File: config.mk
export PLATFORM = sky130hd
export DESIGN_NAME = inst_encoder_flat
export DESIGN_NICKNAME = d
export VERILOG_FILES = /design/src/rtl/inst_encoder_if.sv /design/src/rtl/inst_encoder.sv /design/src/flat_wrapper.sv
export SDC_FILE = /design/constraint.sdc
export NUM_CORES = 1
export LEC_CHECK = 0
export BUFFER_PORTS_ARGS = -buffer_cell sky130_fd_sc_hd__buf_4
export CORE_ASPECT_RATIO = 1.1
export CORE_MARGIN = 8
export CORE_UTILIZATION = 27
export DETAILED_ROUTE_END_ITERATION = 6
export HOLD_SLACK_MARGIN = 0.02
export PLACE_DENSITY = 0.49
export SYNTH_ARGS = -nofsm -noshare
export SYNTH_HDL_FRONTEND = slang
export SYNTH_SLANG_ARGS = --single-unit
export TNS_END_PERCENT = 1
File: constraint.sdc
create_clock -name CPU_CLK -period 3 [get_ports CPU_CLK]
set_input_delay 0.15 -clock CPU_CLK [delete_from_list [all_inputs] [get_ports CPU_CLK]]
set_output_delay 0.15 -clock CPU_CLK [all_outputs]
set_load 0.05 [all_outputs]
File: src/rtl/inst_encoder_if.sv
// inst_encoder_if: field handshake plus instruction-memory write bus for the
// RV32I instruction encoder.
//   Field side : InValid/InReady handshake carrying InClass, InFn3, InFn7,
//                InRd, InRs1, InRs2, InImm.
//   Memory side: IMemWe/IMemReady handshake carrying IMemAddr, IMemWd.
// Handshake rule, both sides: the sender raises valid (InValid / IMemWe) with
// stable payload and holds both until the receiver's ready is high; a transfer
// happens on a rising edge where valid and ready are both high. Ready may
// depend on valid; valid never waits for ready.
//   master: the loader/testbench side (drives fields, acts as the memory).
//   slave : the encoder side (accepts fields, issues memory writes).
`timescale 1ns/1ps
interface inst_encoder_if #(parameter int ADDR_W = 12);
  logic              InValid;
  logic              InReady;
  logic [3:0]        InClass;
  logic [2:0]        InFn3;
  logic [6:0]        InFn7;
  logic [4:0]        InRd;
  logic [4:0]        InRs1;
  logic [4:0]        InRs2;
  logic [31:0]       InImm;
  logic              IMemWe;
  logic              IMemReady;
  logic [ADDR_W-1:0] IMemAddr;
  logic [31:0]       IMemWd;

  modport master (
    output InValid, InClass, InFn3, InFn7, InRd, InRs1, InRs2, InImm,
    input  InReady,
    input  IMemWe, IMemAddr, IMemWd,
    output IMemReady
  );

  modport slave (
    input  InValid, InClass, InFn3, InFn7, InRd, InRs1, InRs2, InImm,
    output InReady,
    output IMemWe, IMemAddr, IMemWd,
    input  IMemReady
  );
endinterface

File: src/rtl/inst_encoder.sv
// inst_encoder: packs decoded RV32I fields into 32-bit instruction words and
// writes legal words to consecutive instruction-memory word addresses.
// Ports:
//   CPU_CLK, CPU_RST_N : clock, asynchronous active-low reset
//   Start, Stop        : run control pulses (Start honoured in IDLE, Stop in RUN)
//   BaseAddr           : first word address, loaded on accepted Start
//   bus (slave)        : field handshake in, memory write handshake out
//   Busy, Done         : not idle / one-cycle pulse after draining
//   Count              : words committed since Start (saturating)
//   ErrIllegal         : sticky, some request rejected since Start
//   dbg_state          : current FSM state
// Pipeline: stage 1 registers the fields; encoding and legality are decoded
// combinationally from stage 1. Stage 2 is the memory write register.
`timescale 1ns/1ps
module inst_encoder #(parameter int ADDR_W = 12) (
  input  logic              CPU_CLK,
  input  logic              CPU_RST_N,
  input  logic              Start,
  input  logic              Stop,
  input  logic [ADDR_W-1:0] BaseAddr,
  inst_encoder_if.slave     bus,
  output logic              Busy,
  output logic              Done,
  output logic [ADDR_W:0]   Count,
  output logic              ErrIllegal,
  output logic [1:0]        dbg_state
);
  typedef enum logic [1:0] {IDLE = 2'd0, RUN = 2'd1, DRAIN = 2'd2} state_t;
  state_t state, state_nxt;

  // stage 1
  logic        s1_valid;
  logic [3:0]  s1_cls;
  logic [2:0]  s1_fn3;
  logic [6:0]  s1_fn7;
  logic [4:0]  s1_rd, s1_rs1, s1_rs2;
  logic [31:0] s1_imm;
  // stage 2
  logic              s2_valid;
  logic [ADDR_W-1:0] s2_addr;
  logic [31:0]       s2_wd;
  logic [ADDR_W-1:0] wr_addr;   // address the next word entering stage 2 takes

  logic        legal;
  logic [31:0] word;
  logic        i_ok, b_ok, j_ok, u_ok;
  logic        s2_ready, s1_to_s2, s1_drop, in_fire, commit, done_nxt;

  // Range checks: sign-extension bits above the field must all agree.
  assign i_ok = (&s1_imm[31:11]) | ~(|s1_imm[31:11]);
  assign b_ok = ((&s1_imm[31:12]) | ~(|s1_imm[31:12])) & ~s1_imm[0];
  assign j_ok = ((&s1_imm[31:20]) | ~(|s1_imm[31:20])) & ~s1_imm[0];
  assign u_ok = ~(|s1_imm[11:0]);

  always_comb begin
    legal = 1'b1;
    word  = '0;
    case (s1_cls)
      4'd0: begin word = {s1_imm[31:12], s1_rd, 7'b0110111}; legal = u_ok; end
      4'd1: begin word = {s1_imm[31:12], s1_rd, 7'b0010111}; legal = u_ok; end
      4'd2: begin
        word  = {s1_imm[20], s1_imm[10:1], s1_imm[11], s1_imm[19:12], s1_rd, 7'b1101111};
        legal = j_ok;
      end
      4'd3: begin
        word  = {s1_imm[11:0], s1_rs1, s1_fn3, s1_rd, 7'b1100111};
        legal = i_ok && (s1_fn3 == 3'b000);
      end
      4'd4: begin
        word  = {s1_imm[12], s1_imm[10:5], s1_rs2, s1_rs1, s1_fn3, s1_imm[4:1], s1_imm[11], 7'b1100011};
        legal = b_ok && (s1_fn3 != 3'b010) && (s1_fn3 != 3'b011);
      end
      4'd5: begin
        word  = {s1_imm[11:0], s1_rs1, s1_fn3, s1_rd, 7'b0000011};
        legal = i_ok && (s1_fn3 != 3'b011) && (s1_fn3 != 3'b110) && (s1_fn3 != 3'b111);
      end
      4'd6: begin
        word  = {s1_imm[11:5], s1_rs2, s1_rs1, s1_fn3, s1_imm[4:0], 7'b0100011};
        legal = i_ok && (s1_fn3 <= 3'b010);
      end
      4'd7: begin
        if (s1_fn3 == 3'b001 || s1_fn3 == 3'b101) begin
          // shift-immediate: shamt in [24:20], Fn7 selects logical/arithmetic
          word  = {s1_fn7, s1_imm[4:0], s1_rs1, s1_fn3, s1_rd, 7'b0010011};
          legal = ~(|s1_imm[31:5]) &&
                  ((s1_fn3 == 3'b001) ? (s1_fn7 == 7'h00)
                                      : (s1_fn7 == 7'h00 || s1_fn7 == 7'h20));
        end else begin
          word  = {s1_imm[11:0], s1_rs1, s1_fn3, s1_rd, 7'b0010011};
          legal = i_ok;
        end
      end
      4'd8: begin
        word  = {s1_fn7, s1_rs2, s1_rs1, s1_fn3, s1_rd, 7'b0110011};
        legal = (s1_fn7 == 7'h00) ||
                (s1_fn7 == 7'h20 && (s1_fn3 == 3'b000 || s1_fn3 == 3'b101));
      end
      default: legal = 1'b0;
    endcase
  end

  assign commit      = s2_valid && bus.IMemReady;
  assign s2_ready    = !s2_valid || bus.IMemReady;
  assign s1_to_s2    = s1_valid && legal && s2_ready;
  // Illegal requests leave stage 1 immediately, independent of stage 2.
  assign s1_drop     = s1_valid && !legal;
  assign bus.InReady = (state == RUN) && (!s1_valid || s1_to_s2 || s1_drop);
  assign in_fire     = bus.InValid && bus.InReady;

  assign bus.IMemWe   = s2_valid;
  assign bus.IMemAddr = s2_addr;
  assign bus.IMemWd   = s2_wd;
  assign Busy         = (state != IDLE);
  assign dbg_state    = state;

  always_comb begin
    state_nxt = state;
    done_nxt  = 1'b0;
    case (state)
      IDLE:  if (Start) state_nxt = RUN;
      RUN:   if (Stop)  state_nxt = DRAIN;
      DRAIN: if (!s1_valid && !s2_valid) begin
        state_nxt = IDLE;
        done_nxt  = 1'b1;
      end
      default: state_nxt = IDLE;
    endcase
  end

  always_ff @(posedge CPU_CLK or negedge CPU_RST_N) begin
    if (!CPU_RST_N) begin
      state <= IDLE;
      Done  <= 1'b0;
    end else begin
      state <= state_nxt;
      Done  <= done_nxt;
    end
  end

  always_ff @(posedge CPU_CLK or negedge CPU_RST_N) begin
    if (!CPU_RST_N) begin
      s1_valid <= 1'b0;
      s1_cls   <= '0;
      s1_fn3   <= '0;
      s1_fn7   <= '0;
      s1_rd    <= '0;
      s1_rs1   <= '0;
      s1_rs2   <= '0;
      s1_imm   <= '0;
    end else if (in_fire) begin
      s1_valid <= 1'b1;
      s1_cls   <= bus.InClass;
      s1_fn3   <= bus.InFn3;
      s1_fn7   <= bus.InFn7;
      s1_rd    <= bus.InRd;
      s1_rs1   <= bus.InRs1;
      s1_rs2   <= bus.InRs2;
      s1_imm   <= bus.InImm;
    end else if (s1_to_s2 || s1_drop) begin
      s1_valid <= 1'b0;
    end
  end

  always_ff @(posedge CPU_CLK or negedge CPU_RST_N) begin
    if (!CPU_RST_N) begin
      s2_valid   <= 1'b0;
      s2_addr    <= '0;
      s2_wd      <= '0;
      wr_addr    <= '0;
      Count      <= '0;
      ErrIllegal <= 1'b0;
    end else begin
      if (s1_to_s2) begin
        s2_valid <= 1'b1;
        s2_addr  <= wr_addr;
        s2_wd    <= word;
        wr_addr  <= wr_addr + 1'b1;   // wraps naturally at 2^ADDR_W
      end else if (commit) begin
        s2_valid <= 1'b0;
      end
      if (commit && !Count[ADDR_W])
        Count <= Count + 1'b1;
      if (s1_drop)
        ErrIllegal <= 1'b1;
      // Start is only honoured in IDLE, where both stages are empty, so it
      // never races a commit or a rejection.
      if (state == IDLE && Start) begin
        wr_addr    <= BaseAddr;
        Count      <= '0;
        ErrIllegal <= 1'b0;
      end
    end
  end
endmodule

File: src/flat_wrapper.sv
// flat-port wrapper written by rule: the top's interface ports become plain ports
module inst_encoder_flat 
#(parameter int ADDR_W = 12)
  (CPU_CLK, CPU_RST_N, Start, Stop, BaseAddr, Busy, Done, Count, ErrIllegal, dbg_state, bus_InValid, bus_InClass, bus_InFn3, bus_InFn7, bus_InRd, bus_InRs1, bus_InRs2, bus_InImm, bus_InReady, bus_IMemWe, bus_IMemAddr, bus_IMemWd, bus_IMemReady);
  inst_encoder_if #(.ADDR_W(ADDR_W)) bus_i ();
  input  logic CPU_CLK;
  input  logic CPU_RST_N;
  input  logic Start;
  input  logic Stop;
  input  logic [ADDR_W-1:0] BaseAddr;
  output logic Busy;
  output logic Done;
  output logic [ADDR_W:0] Count;
  output logic ErrIllegal;
  output logic [1:0] dbg_state;
  input wire logic [$bits(bus_i.InValid)-1:0] bus_InValid;
  input wire logic [$bits(bus_i.InClass)-1:0] bus_InClass;
  input wire logic [$bits(bus_i.InFn3)-1:0] bus_InFn3;
  input wire logic [$bits(bus_i.InFn7)-1:0] bus_InFn7;
  input wire logic [$bits(bus_i.InRd)-1:0] bus_InRd;
  input wire logic [$bits(bus_i.InRs1)-1:0] bus_InRs1;
  input wire logic [$bits(bus_i.InRs2)-1:0] bus_InRs2;
  input wire logic [$bits(bus_i.InImm)-1:0] bus_InImm;
  output wire logic [$bits(bus_i.InReady)-1:0] bus_InReady;
  output wire logic [$bits(bus_i.IMemWe)-1:0] bus_IMemWe;
  output wire logic [$bits(bus_i.IMemAddr)-1:0] bus_IMemAddr;
  output wire logic [$bits(bus_i.IMemWd)-1:0] bus_IMemWd;
  input wire logic [$bits(bus_i.IMemReady)-1:0] bus_IMemReady;
  assign bus_i.InValid = bus_InValid;
  assign bus_i.InClass = bus_InClass;
  assign bus_i.InFn3 = bus_InFn3;
  assign bus_i.InFn7 = bus_InFn7;
  assign bus_i.InRd = bus_InRd;
  assign bus_i.InRs1 = bus_InRs1;
  assign bus_i.InRs2 = bus_InRs2;
  assign bus_i.InImm = bus_InImm;
  assign bus_InReady = bus_i.InReady;
  assign bus_IMemWe = bus_i.IMemWe;
  assign bus_IMemAddr = bus_i.IMemAddr;
  assign bus_IMemWd = bus_i.IMemWd;
  assign bus_i.IMemReady = bus_IMemReady;
  inst_encoder #(.ADDR_W(ADDR_W)) u_core (.CPU_CLK(CPU_CLK), .CPU_RST_N(CPU_RST_N), .Start(Start), .Stop(Stop), .BaseAddr(BaseAddr), .bus(bus_i), .Busy(Busy), .Done(Done), .Count(Count), .ErrIllegal(ErrIllegal), .dbg_state(dbg_state));
endmodule
==> results.json <==
{
  "reg2reg_setup_slack_ns": 0.16,
  "fin_hold_ws_ns": 0.0285,
  "ant_nets": 0,
  "nets": 897,
  "timing.final.hold_violations": 0,
  "grt_max_degree": 77,
  "grt_overflow_total": 0,
  "clockBufferDepth": 2,
  "num_vias": 5390,
  "cts_root_buf": "clkbuf_16",
  "antenna-diode-count": 0,
  "drv_slew": 0,
  "worstSetupStartpointType": "register",
  "clock_skew_ns": 0.00894,
  "layout_setup_ws_ns": 0.127,
  "totalWireLength_mm": 19.3,
  "r2r-end": "u_core.wr_addr[7]",
  "synth.yosys.seq_area_share_pct": 54.1,
  "ys_ff_latch": 135,
  "cts_buffers": 17,
  "fin_crit_sh_pct": 95.8,
  "portBuffers": 142,
  "yosys_warnings": 0,
  "die_w_um": 161,
  "htree_levels": 4,
  "setup_viol": 0,
  "min_to": "u_core.wr_addr[3]",
  "worstSetupEndpointType": "primary output",
  "swShare_pct": 38.7,
  "async_reset_ff_share_pct": 100,
  "syn_area_um2": 6240,
  "grt_pass1_wl_mm": 30.7,
  "layout-drive-gt1-share_pct": 36.2,
  "insertion_delay_ns": 0.42,
  "hold_depth": 3,
  "min_period_ns": 2.87,
  "reg2reg_depth": 10,
  "post-route-util_pct": 40.8,
  "peakVddDrop_mv": 0.295,
  "num_rows": 58,
  "syn-num-nets": 658,
  "ys_dominant_reg_cell": "dfrtp_1",
  "drt-initial-drc-count": 264,
  "dp_slack_ns": 0.0622,
  "path_class": "reg2out",
  "cts.sinks": 135,
  "clkTransAtPathRegs_ns": 0.06,
  "maxSlewHeadroom_pct": 49.2,
  "timing.rr.start": "u_core.s1_fn7[0]",
  "postSynthAreaPerCell_um2": 10.8,
  "routabilityCongestion": 0.866,
  "p_comb_share_pct": 39.4,
  "required_ns": 2.85,
  "num_io_pins": 143,
  "mostFrequentLayoutCells": "168 x buf_4, 134 x dfrtp_1, 73 x mux2_2, 72 x dlygate4sd3_1, 56 x nand2_1",
  "synthCells": 577,
  "p_seq_share_pct": 37.0,
  "cap_violations": 0,
  "dpl.hpwl_mm": 14.4,
  "crit_arrival_ns": 2.72,
  "setup_tns_ns": 0,
  "synth_edf_count": 0,
  "intPower_mw": 5.22,
  "power.switching_mw": 3.31,
  "dieArea_um2": 28200,
  "start_util_pct": 27.4,
  "tritoncts": "done",
  "grt_pass1_vias": 5618,
  "p_leak_nw": 4.11,
  "core_um2": 22800,
  "area_growth_pct": 49.0,
  "p_per_area_nw_per_um2": 918,
  "antenna_found_initial": 0,
  "hold_class": "in2reg",
  "max_freq_mhz": 348,
  "status": "completed",
  "holdCritStartpoint": "BaseAddr[3]",
  "worst_pin_slew_ns": 0.758,
  "avgRoutedWirePerCell_um": 17.1,
  "cp_max_fo": 3,
  "firstDrtPassIters": 6,
  "clkPwrFrac_pct": 23.7,
  "die_height_um": 175,
  "final_common_cell": "buf_4",
  "route.detailed.drc": 0,
  "viasPerCell": 4.77,
  "track_usage_pct": 13.5,
  "synth.distinct_cells": 50
}
==> layer usage <==
layer,routed length [um],GRT usage (%),share of wire [%],vias to the layer above
met5,0,0,0,-
met4,429,4.98,2.2,0
met3,899,3.07,4.7,31
met2,9120,21.6,47,144
met1,8880,17.6,46,2636
li1,-,-,-,2579
==> kinds of logic (layout without fill, tap and decap cells) <==
kind of cell	count (synthesis)	in the layout	share of synthesized area, %
and+or+nand+nor	184	184	14.4
DFF	135	135	54.1
AOI/OAI and AO/OA	127	127	12.5
muxes	79	79	14.1
buffers and inverters	38	290	2.77
xor gates and xnor gates	12	12	1.68
adders and majority gates	2	2	0.401
==> final cells by class <==
cell class	instances	area [um^2]
multi-input cells	404	2780
inverters	8	30.0
repair buffers	250	2150
flip-flops and latches	135	3380
well taps	300	375
clock inverters	13	131
fillers	2248	13500
clock buffers	19	443
==> synth_stat cells, drive strengths merged (2+ instances only) <==
master	instances	area, um^2
a211oi	2	15.0
o31ai	3	22.5
nor2b	6	37.5
xnor2	5	43.8
mux2	73	822
o21ai	48	240
xor2	7	61.3
nand3	9	45.0
ha	2	25.0
nor3	5	25.0
nor2	51	191
nor4b	2	17.5
a22oi	13	97.6
a2111oi	2	17.5
a31oi	11	68.8
or2	3	18.8
or3	10	62.6
inv	8	30.0
or4	4	30.0
nor4	7	50.1
buf	17	93.8
clkbuf	13	48.8
and2	3	18.8
mux2i	6	60.1
o2111ai	2	17.5
nand2	57	214
a222oi	8	80.1
nand2b	5	31.3
and3	7	43.8
dfrtp	135	3380
a21oi	30	154
nand4	10	62.6
==> metrics by stage <==
| step | cell area [um^2] | power, mW | cells |
|---|---|---|---|
| after detailed placement | 7800 | 6.29 | 1015 |
| final | 9300 | 8.53 | 1129 |
| after floorplan | 6240 | 5.08 | 577 |
| after global placement | 7800 | 6.21 | 1015 |
| after global routing | 9300 | 9.05 | 1129 |
| after CTS | 9160 | 8.45 | 1122 |
==> how the worst max path moves through the flow <==
stage,endpoint,depth (start not counted),slack (ns),start
after floorplan,u_core.wr_addr[8],8,0.45,u_core.s1_imm[11]
after global placement,u_core.bus.IMemWd[6],6,0.14,u_core.s1_cls[1]
after detailed placement,u_core.s1_fn3[1],9,0.06,u_core.s1_imm[5]
after CTS,bus_InReady,9,0.005,u_core.s1_imm[5]
after global routing,u_core.wr_addr[6],9,-0.006,u_core.s1_imm[5]
final,bus_InReady,10,0.13,u_core.s1_fn7[0]
==> repair_timing <==
action                                  in CTS  in global routing
setup buffers                                3                  5
endpoints found under the hold margin      130                  0
pin swaps                                    4                  6
gates resized for setup                      7                 12
endpoints found under the setup margin       1                102
hold buffers                                72                  0
cloned                                       0                  2
==> flip-flops by register name, summed over array words and instances (netlist names) <==
register             cells
u_core.s1_rd             5
u_core.Done              1
u_core.wr_addr          12
u_core.Count            13
u_core.s1_fn7            7
u_core.s1_fn3            3
u_core.s1_cls            4
u_core.bus.IMemAddr     12
u_core.s1_valid          1
u_core.s1_imm           32
u_core.s1_rs2            5
u_core.ErrIllegal        1
u_core.s1_rs1            5
u_core.dbg_state         2
u_core.bus.IMemWd       31
u_core.bus.IMemWe        1
==> worst max-delay path, stage by stage, from the launching register on <==
cell and delay [ns]:
dfrtp_1 0.40, or4_1 0.55, nor3_2 0.12, buf_4 0.14, a31o_1 0.15, o2111ai_2 0.16, buf_4 0.20, a31oi_4 0.18
nand2_2 0.09, and2_4 0.17, buf_6 0.14
==> power by group through the flow <==
stage	Sequential (mW)	Clock (mW)	Combinational [mW]
after CTS	3.14	2.07	3.25
after global routing	3.24	2.14	3.67
final	3.15	2.02	3.36
after global placement	3.14	0	3.08
after floorplan	3.31	0	1.77
after detailed placement	3.16	0	3.13
(Power assumes the default switching activity.)
